### config.mk
export PLATFORM = sky130hd
export DESIGN_NAME = ramreader_stream
export DESIGN_NICKNAME = d
export VERILOG_FILES = /design/src/rtl/ramreader_pkg.sv /design/src/rtl/ramreader_stream_word_unpacker.sv /design/src/rtl/ramreader_stream.sv
export SDC_FILE = /design/constraint.sdc
export NUM_CORES = 1
export LEC_CHECK = 0
export BUFFER_PORTS_ARGS = -buffer_cell sky130_fd_sc_hd__buf_2
export CAP_MARGIN = 40
export CORE_MARGIN = 3
export CORE_UTILIZATION = 40
export DETAILED_ROUTE_END_ITERATION = 10
export PLACE_DENSITY_LB_ADDON = 0.1
export SLEW_MARGIN = 20
export SYNTH_ARGS = -nofsm -noshare
export SYNTH_HDL_FRONTEND = slang
export SYNTH_SLANG_ARGS = --single-unit
export TNS_END_PERCENT = 30
### constraint.sdc
create_clock -name i_clk -period 4 [get_ports i_clk]
set_clock_uncertainty 0.2 [all_clocks]
set_input_delay 0.6 -clock i_clk [delete_from_list [all_inputs] [get_ports i_clk]]
set_output_delay 0.6 -clock i_clk [all_outputs]
set_load 0.02 [all_outputs]
### src/rtl/ramreader_pkg.sv
// rtl/ramreader_pkg.sv - shared state type, ring constants and pointer helper for ramreader_stream
package ramreader_pkg;

    typedef enum logic [1:0] {IDLE, READ_WAIT, EMIT} state_e;

    localparam int unsigned RING_ADDR_FIRST  = 1;
    localparam int unsigned RING_ADDR_LAST   = 32'h3FFF;
    localparam int unsigned RING_RD_START    = 2;
    localparam int unsigned SAMPLES_PER_WORD = 4;

    // Address 0 is reserved, so the ring wraps back to first rather than to zero.
    function automatic int unsigned wrap_inc(input int unsigned x,
                                             input int unsigned first,
                                             input int unsigned last);
        return (x == last) ? first : x + 1;
    endfunction

endpackage

### src/rtl/ramreader_stream_word_unpacker.sv
// rtl/ramreader_stream_word_unpacker.sv - splits one RAM word into sample lanes, lowest lane first
module word_unpacker #(
    parameter int DATA_W   = 64,
    parameter int SAMPLE_W = 16
) (
    input  logic                clk_i,
    input  logic                rst_i,
    input  logic                load_i,
    input  logic [DATA_W-1:0]   word_i,
    input  logic                ready_i,
    output logic [SAMPLE_W-1:0] sample_o,
    output logic                valid_o,
    output logic                done_o
);
    localparam int LANES = DATA_W / SAMPLE_W;
    localparam int IDX_W = (LANES > 1) ? $clog2(LANES) : 1;

    logic [LANES-1:0][SAMPLE_W-1:0] lanes_q;
    logic [IDX_W-1:0]               idx_q;
    logic [IDX_W-1:0]               idx_next;
    logic [SAMPLE_W-1:0]            sample_q;
    logic                           valid_q;
    logic                           last_lane;

    assign last_lane = (idx_q == IDX_W'(LANES - 1));
    assign idx_next  = idx_q + IDX_W'(1);
    assign done_o    = valid_q & ready_i & last_lane;
    assign sample_o  = sample_q;
    assign valid_o   = valid_q;

    always_ff @(posedge clk_i or posedge rst_i) begin
        if (rst_i) begin
            lanes_q  <= '0;
            idx_q    <= '0;
            sample_q <= '0;
            valid_q  <= 1'b0;
        end else if (load_i) begin
            lanes_q  <= word_i;
            idx_q    <= '0;
            sample_q <= word_i[SAMPLE_W-1:0];
            valid_q  <= 1'b1;
        end else if (valid_q && ready_i) begin
            if (last_lane) begin
                valid_q <= 1'b0;
            end else begin
                idx_q    <= idx_next;
                sample_q <= lanes_q[idx_next];
            end
        end
    end

endmodule

### src/rtl/ramreader_stream.sv
// rtl/ramreader_stream.sv - ring-buffer reader: follows writer strobes, reads RAM words, streams samples
module ramreader_stream
    import ramreader_pkg::*;
#(
    parameter int          ADDR_W     = 14,
    parameter int          DATA_W     = 64,
    parameter int          SAMPLE_W   = 16,
    parameter int unsigned ADDR_FIRST = RING_ADDR_FIRST,
    parameter int unsigned ADDR_LAST  = RING_ADDR_LAST,
    parameter int unsigned RD_START   = RING_RD_START,
    parameter int          RD_LATENCY = 2
) (
    input  logic                i_clk,
    input  logic                i_rst,
    input  logic                i_wr_strobe,
    input  logic [ADDR_W-1:0]   i_wr_address,
    output logic [ADDR_W-1:0]   o_rd_address,
    output logic                o_rden,
    input  logic [DATA_W-1:0]   i_rd_data,
    output logic [SAMPLE_W-1:0] o_sample,
    output logic                o_sample_valid,
    input  logic                i_sample_ready,
    output logic [ADDR_W-1:0]   o_level,
    output logic                o_overflow,
    input  logic                i_clear_overflow
);
    localparam int unsigned DEPTH = ADDR_LAST - ADDR_FIRST + 1;
    localparam int          CNT_W = 3;

    state_e            state_q;
    logic [CNT_W-1:0]  cnt_q;
    logic              rden_q;
    logic [ADDR_W-1:0] rd_addr_q;
    logic [ADDR_W-1:0] rd_ptr_q;
    logic [ADDR_W-1:0] rd_ptr_d;
    logic [ADDR_W-1:0] level_q;
    logic [ADDR_W-1:0] level_d;
    logic              overflow_q;
    logic              issue;
    logic              ovf;
    logic              load;
    logic              done;

    assign load = (state_q == READ_WAIT) && (cnt_q == CNT_W'(RD_LATENCY));

    always_comb begin
        issue    = (state_q == IDLE) && (level_q != '0);
        ovf      = i_wr_strobe && (level_q == ADDR_W'(DEPTH)) && !issue;
        level_d  = level_q;
        rd_ptr_d = rd_ptr_q;
        // On a lap the reader skips to just past the writer; any word in flight still completes.
        if (ovf) begin
            level_d  = '0;
            rd_ptr_d = ADDR_W'(wrap_inc(32'(i_wr_address), ADDR_FIRST, ADDR_LAST));
        end else begin
            if (issue) begin
                rd_ptr_d = ADDR_W'(wrap_inc(32'(rd_ptr_q), ADDR_FIRST, ADDR_LAST));
            end
            if (i_wr_strobe && !issue) begin
                level_d = level_q + ADDR_W'(1);
            end else if (!i_wr_strobe && issue) begin
                level_d = level_q - ADDR_W'(1);
            end
        end
    end

    always_ff @(posedge i_clk or posedge i_rst) begin
        if (i_rst) begin
            state_q    <= IDLE;
            cnt_q      <= '0;
            rden_q     <= 1'b0;
            rd_addr_q  <= ADDR_W'(RD_START);
            rd_ptr_q   <= ADDR_W'(RD_START);
            level_q    <= '0;
            overflow_q <= 1'b0;
        end else begin
            rden_q   <= 1'b0;
            level_q  <= level_d;
            rd_ptr_q <= rd_ptr_d;
            if (ovf) begin
                overflow_q <= 1'b1;
            end else if (i_clear_overflow) begin
                overflow_q <= 1'b0;
            end
            case (state_q)
                IDLE: begin
                    if (issue) begin
                        rden_q    <= 1'b1;
                        rd_addr_q <= rd_ptr_q;
                        cnt_q     <= '0;
                        state_q   <= READ_WAIT;
                    end
                end
                READ_WAIT: begin
                    if (load) begin
                        state_q <= EMIT;
                    end else begin
                        cnt_q <= cnt_q + CNT_W'(1);
                    end
                end
                EMIT: begin
                    if (done) begin
                        state_q <= IDLE;
                    end
                end
                default: state_q <= IDLE;
            endcase
        end
    end

    word_unpacker #(
        .DATA_W   (DATA_W),
        .SAMPLE_W (SAMPLE_W)
    ) u_unpacker (
        .clk_i    (i_clk),
        .rst_i    (i_rst),
        .load_i   (load),
        .word_i   (i_rd_data),
        .ready_i  (i_sample_ready),
        .sample_o (o_sample),
        .valid_o  (o_sample_valid),
        .done_o   (done)
    );

    assign o_rden       = rden_q;
    assign o_rd_address = rd_addr_q;
    assign o_level      = level_q;
    assign o_overflow   = overflow_q;

endmodule

==> results.yml, run 1 <==
setup_path:
  reg2reg_setup_slack_ns: 0.52
  worst-setup-path-type: "flop to flop"
  critPathBufInv: 0
  critical-path-slowest-cell: "sky130_fd_sc_hd__dfrtp_1"
  worst-endpoint-arrival_ns: 3.58
  critical-path-top-delay-family: "compound AO/OA/AOI/OAI gates"
  worstSetupEndpointType: "flop"
  worstPathMaxFanout: 17
  critical-path-max-stage-delay_ns: 0.46
  cp_data_required_time_ns: 4.10
  worstPathCellList: "nor4_1, nand4_1, nand2_1, nand2_4, ha_1, a211oi_1, a21boi_0, o221a_2, o41ai_1, xnor2_1, a22o_1"
  critical_path.startpoint_type: "flop"
min_path:
  hold_path.class: "primary input to flop"
floorplanning:
  num_rows: 46
  num_io_pins: 130
  design.die.area_um2: 18290
  start_util_pct: 41.46
  floorplan.die.width_um: 135.2
  vertical_die_dimension_um: 135.2
  core-area_um2: 16120
placed_design:
  postPlaceCellArea_um2: 7555
  place_hpwl_mm: 10.99
  port-buffer-count: 129
  routabilityCongestion: 0.8453
power:
  netSwitchingPower_w: 0.002874
  pwr-share-clk_pct: 20.6
  cellLeakagePower_nw: 4.079
  peak_supply_drop_v: 0.0004410
  p_seq_share_pct: 33.1
  power.density_cell_area_nw_per_um2: 885.8
  sw_frac_of_total_pct: 39.84
  combPwrFrac_pct: 46.4
  internal_power_w: 0.004340
synthesis:
  number_of_synthesized_flops_with_an_enable_pin: 0
  yosys.area_share.adder_pct: 3.858
  synth_ff_type: "sky130_fd_sc_hd__dfrtp_1"
  simple_gate_share_of_the_synthesized_area_pct: 21.33
  yosysWarningCount: 0
  synth.avg_cell_area_um2: 9.545
  synth_nets: 803
  postSynth.asyncResetShare_pct: 100.0
  post_synth_mux_area_share_pct: 8.596
  syn-cell-area_um2: 6681
  synth.largest_area_cell: "sky130_fd_sc_hd__dfrtp_1"
  synth_seq_cells: 132
  synth_cells: 700
  post_synth_main_area_contributors: "sky130_fd_sc_hd__dfrtp_1 (49%), sky130_fd_sc_hd__nand2_1 (14%), sky130_fd_sc_hd__mux4_2 (5.4%)"
  synth_seq_area_share_pct: 49.48
  synth_top_area_share_pct: 48.69
  synth-compound-area-share_pct: 10.73
  synth_cell_types: 67
  yosys.area_share.xor_xnor_pct: 3.258
  main_combinational_cell_family_by_area_after_synthesis: "simple AND/OR/NAND/NOR gates"
global_routing:
  grt_max_degree: 133
  number_of_antenna_violations_at_the_first_check_in_global_routing: 0
  global_route.usage.total_pct: 18.12
  first_global_vias: 5373
  grt_pass1_wl_mm: 26.69
  grt_overflow_total: 0
timing:
  fin_crit_ns: 3.485
  timing_worst_slew_pin_value_ns: 0.8171
  finish_stage_setup_viols: 0
  relSlewSlack_pct: 45.32
  setup_tns_ns: 0
  max_freq_mhz: 287.0
  finalHoldViolCount: 0
  timing.final.max_slew_violations: 0
  rsz0062_at_grt: "false"
  period_share_pct: 87.12
clock_network:
  htree_levels: 4
  cts_buffers: 17
  clk_pin_slew_ns: 0.06
  clkSinkCount: 132
  worstSkewPairLatency_ns: 0.42
  cts-root-buf: "sky130_fd_sc_hd__clkbuf_16"
  cts_hold_repair.buffers: 0
  cts_max_path_buffers: 2
  tritoncts: "done"
routing:
  drt-initial-drc-count: 291
  detail_route.wirelength_mm: 16.00
  drc_violation_count_after_routing: 0
  via_count: 5426
  postRouteAntennaNets: 0
  drt-wirelength-per-cell_um: 15.17
  vias_per_inst: 5.143
  drt-pass1-iter-count: 4
flow_run:
  cap_viol_max_count: 0
cells_and_area:
  count_of_antenna_diodes_in_the_layout: 0
  num-nets-final: 929
  flow.area_growth_from_synthesis_pct: 21.89
  layout_commonest_cell: "sky130_fd_sc_hd__nand2_1"
  final_instance_area_um2: 8144
  layout.cells.most_common_list: "sky130_fd_sc_hd__nand2_1 (254), sky130_fd_sc_hd__dfrtp_1 (130), sky130_fd_sc_hd__buf_2 (129)"
  drive_gt1_share_pct: 24.20
outcome:
  run_status: "completed"
cell families (layout without fill, tap and decap cells):
logic type / Yosys count / in the layout
simple gates: 336 / 336
mux: 37 / 37
buf+inv: 43 / 182
fa+ha+maj: 20 / 20
compound gates: 108 / 108
flops: 132 / 132
xor+xnor: 24 / 24
path summary, 6_finish.rpt:
check	start	to	depth (start not counted)
max	o_level[0]	o_level[12]	11
min	i_clear_overflow	o_overflow	2
max reg2reg	o_level[0]	o_level[12]	11
min reg2reg	o_rd_address[1]	o_rd_address[1]	2
max in group asynchronous	i_rst	o_level[12]	3
min in group asynchronous	i_rst	u_unpacker.lanes_q[59]	3
worst register-to-register path, delay by kind of cell, from the launching register on:
kind,cells,cell delay [ns]
adders and majority gates,1,0.39
and+or+nand+nor,4,0.92
xor gates and xnor gates,1,0.11
DFF,1,0.46
AOI/OAI and AO/OA,5,1.29
sequential cells by signal (all words and copies together), names as in the netlist, 2 cells and up:
signal and cells:
cnt_q 3, o_level 14, rd_ptr_q 14, u_unpacker.idx_q 2, o_rd_address 14, state_q 2, u_unpacker.sample_o 16, u_unpacker.lanes_q 64
cell type report:
type                            count  area [um2]
Clock inverter                      7       71.32
Tap cell                          216       270.3
Inverter                           12       48.80
Timing Repair Buffer              138       745.7
Fill cell                        1525        7971
Multi-Input combinational cell    525        3207
Sequential cell                   132        3306
Clock buffer                       25       495.5
power by group through the flow:
stage | Clock [W] | Sequential (W) | Combinational, W
after floorplan | 0 | 0.00258 | 0.00229
after global placement | 0 | 0.00237 | 0.00326
after detailed placement | 0 | 0.00240 | 0.00334
after CTS | 0.00152 | 0.00239 | 0.00336
after global routing | 0.00159 | 0.00248 | 0.00376
final | 0.00148 | 0.00238 | 0.00335
per-stage QoR:
stage | total power (W) | util, % | hold slack, ns | setup slack (ns) | cells
6_report | 0.007214 | 50.54 | 0.1685 | 0.5153 | 1055
3_3_place_gp | 0.005631 | 46.75 | 0.2497 | 0.3759 | 1021
3_5_place_dp | 0.005743 | 46.88 | 0.2568 | 0.2333 | 1022
5_1_grt | 0.007826 | 50.54 | 0.1649 | 0.1403 | 1055
4_1_cts | 0.007267 | 50.40 | 0.1562 | 0.2109 | 1054
2_1_floorplan | 0.004864 | - | 0.2403 | 0.5168 | 700
cells in the mapped netlist, types with 5 or more instances:
cell type and count:
sky130_fd_sc_hd__nand2_1 255, sky130_fd_sc_hd__dfrtp_1 130, sky130_fd_sc_hd__o21ai_0 40, sky130_fd_sc_hd__clkbuf_1 19, sky130_fd_sc_hd__ha_1 19, sky130_fd_sc_hd__nand3_1 19
sky130_fd_sc_hd__a21oi_1 18, sky130_fd_sc_hd__mux2i_1 18, sky130_fd_sc_hd__nor2_1 17, sky130_fd_sc_hd__mux4_2 16, sky130_fd_sc_hd__xor2_1 13, sky130_fd_sc_hd__inv_1 12
sky130_fd_sc_hd__xnor2_1 10, sky130_fd_sc_hd__nand4_1 7, sky130_fd_sc_hd__a22o_1 6, sky130_fd_sc_hd__nor3_1 6, sky130_fd_sc_hd__and3_1 5, sky130_fd_sc_hd__buf_2 5
sky130_fd_sc_hd__nor4_1 5, sky130_fd_sc_hd__o31ai_1 5
routing by layer:
| metal | track usage (%) | vias up | routed length, um |
|---|---|---|---|
| met2 | 27.99 | 143 | 7453 |
| met3 | 4.012 | 18 | 867 |
| met1 | 25.53 | 2612 | 7462 |
| met5 | 0 | - | 0 |
| met4 | 5.879 | 0 | 217 |
| li1 | - | 2653 | - |
repair_timing:
action,in CTS,in global routing
gates resized for setup,0,2
buffers inserted,0,0
setup endpoints to repair,0,3
(Power assumes the default switching activity.)
==> run 2: changes to the inputs <==
--- a/config.mk
+++ b/config.mk
@@ -10,3 +10,4 @@
 export CORE_MARGIN = 3
-export CORE_UTILIZATION = 40
+export CORE_UTILIZATION = 50
+export CTS_BUF_LIST = sky130_fd_sc_hd__clkbuf_8
 export DETAILED_ROUTE_END_ITERATION = 10
--- a/constraint.sdc
+++ b/constraint.sdc
@@ -4,2 +4,2 @@
 set_output_delay 0.6 -clock i_clk [all_outputs]
-set_load 0.02 [all_outputs]
+set_load 0.05 [all_outputs]
==> run 2 against run 1 <==
- sequential share of layout area is 0.72 points higher
- core utilization is 12 points higher
- setup slack worse by 0.075 ns
- first-iteration DRC count is 36% higher
- flip-flop and latch count stayed put
- critical endpoint unchanged
- critical path depth stayed put
- largest power group unchanged
- critical path type unchanged
- sequential power hardly changed
==> results.yml, run 2 (same netlist as run 1, synthesis figures left out) <==
cells_and_area:
  num-nets-final: 935
  layout_commonest_cell: "sky130_fd_sc_hd__nand2_1"
  flow.area_growth_from_synthesis_pct: 19.76
  register_with_the_most_flip_flops: "u_unpacker.lanes_q"
  multi_input_area_um2: 3202
  layout.cells.most_common_list: "sky130_fd_sc_hd__nand2_1 (254), sky130_fd_sc_hd__dfrtp_1 (130), sky130_fd_sc_hd__buf_2 (129)"
  drive_gt1_share_pct: 24.97
  seqCellArea_um2: 3306
  fillers: 1119
  utilization_pct: 62.39
  final_instance_area_um2: 8001
  largest_register_ffs: 64
  finalNonFillerCells: 1017
  count_of_antenna_diodes_in_the_layout: 0
setup_path:
  worstPathMaxFanout: 17
  critical-path-slowest-cell: "sky130_fd_sc_hd__dfrtp_1"
  critical-path-top-delay-family: "compound AO/OA/AOI/OAI gates"
  reg2reg_from: "o_level[0]"
  crit_path_start: "o_level[0]"
  critical_path.startpoint_type: "flop"
  worst-setup-path-type: "flop to flop"
  worstSetupEndpointType: "flop"
  critical-path-max-stage-delay_ns: 0.47
  worst-endpoint-arrival_ns: 3.69
  reg2reg_setup_slack_ns: 0.44
  cp_data_required_time_ns: 4.13
  critical_path_cell_count: 11
  critPathBufInv: 0
  timing.reg2reg.worst_path_depth: 11
  worstPathCellList: "nor4_1, nand4_1, nand2_1, nand2_2, ha_1, a211oi_1, a21boi_0, o221a_2, o41ai_1, xnor2_1, a22o_1"
timing:
  max_freq_mhz: 280.9
  finish_stage_setup_viols: 0
  period_share_pct: 88.99
  timing_worst_slew_pin_value_ns: 0.7017
  rsz0062_at_grt: "false"
  relSlewSlack_pct: 53.22
  fin_crit_ns: 3.559
  finalHoldViolCount: 0
  setup_tns_ns: 0
  timing.final.max_slew_violations: 0
routing:
  detail_route.wirelength_mm: 15.29
  drt-pass1-iter-count: 4
  vias_per_inst: 5.418
  drc_violation_count_after_routing: 0
  via_count: 5510
  drt-wirelength-per-cell_um: 15.04
  postRouteAntennaNets: 0
  drt-initial-drc-count: 396
power:
  peak_supply_drop_v: 0.0005725
  cellLeakagePower_nw: 4.070
  power.density_cell_area_nw_per_um2: 932.0
global_routing:
  grt_overflow_total: 0
  global_route.usage.total_pct: 22.21
  number_of_antenna_violations_at_the_first_check_in_global_routing: 0
  grt_pass1_wl_mm: 26.30
  grt_max_degree: 133
  first_global_vias: 5557
clock_network:
  clk_pin_slew_ns: 0.07
  cts_buffers: 17
  tritoncts: "done"
  cts_max_path_buffers: 2
  cts_hold_repair.buffers: 0
  clkSinkCount: 132
  htree_levels: 4
  ctsResizeCount: 0
  number_of_post_cts_setup_repair_buffers: 0
  worstSkewPairLatency_ns: 0.43
  cts-root-buf: "sky130_fd_sc_hd__clkbuf_8"
outcome:
  run_status: "completed"
min_path:
  hold_path.class: "primary input to asynchronous set/reset pin"
floorplanning:
  vertical_die_dimension_um: 121.6
  design.die.area_um2: 14790
  num_io_pins: 130
  floorplan.die.width_um: 121.6
  num_rows: 41
  start_util_pct: 52.10
  core-area_um2: 12820
placed_design:
  port-buffer-count: 129
  place_inst: 982
  postPlaceCellArea_um2: 7537
  place_hpwl_mm: 10.89
  routabilityCongestion: 0.8736
flow_run:
  cap_viol_max_count: 0
run 2: changes by cell type in the layout (fill, tap and decap cells not counted), sizes merged:
cell | before | now
buf | 138 | 144
bufinv | 1 | 3
clkbuf | 25 | 20
clkinv | 2 | 7
clkinvlp | 4 | 1
inv | 12 | 13
run 2: path summary, 6_finish.rpt:
| check | endpoint |
|---|---|
| setup / recovery | o_level[12] |
| hold / removal | u_unpacker.lanes_q[59] |
| setup reg to reg | o_level[12] |
| hold reg to reg | o_rd_address[1] |
| max in group asynchronous | o_rd_address[5] |
| min in group i_clk | u_unpacker.lanes_q[27] |
run 2: worst min-delay path, stage by stage:
cell and delay, ns:
sky130_fd_sc_hd__buf_2 0.11, sky130_fd_sc_hd__clkinvlp_4 0.07, sky130_fd_sc_hd__buf_12 0.48
run 2: layout make-up:
type,count,share of cell area (%)
repair buffers,144,10.23
clock buffers,20,3.440
multi-input cells,525,40.02
inverters,12,0.6099
flip-flops and latches,132,41.31
clock inverters,12,1.704
well taps,172,2.690
run 2: metal layers:
metal	wire [um]	global-route usage (%)	up-vias
li1	-	-	2670
met1	6722	29.28	2663
met2	7588	36.51	157
met3	780	4.643	20
met4	203	8.193	0
met5	0	0	-
run 2: stage by stage:
stage	hold WS, ns	setup slack, ns	total power, W
floorplan	0.2403	0.3708	0.005358
global placement	0.2472	0.4264	0.006110
detailed placement	0.2528	0.2639	0.006303
CTS	0.1201	0.2565	0.007477
global route	0.1354	0.1503	0.008064
finish	0.1397	0.4405	0.007457
run 2: report_power, final:
| group | internal [W] | leakage [nW] | total [W] | switching [W] |
|---|---|---|---|---|
| clock network | 0.000656 | 0.224 | 0.00115 | 0.000496 |
| registers | 0.00197 | 1.61 | 0.00238 | 0.000409 |
| logic | 0.00151 | 2.24 | 0.00393 | 0.00242 |
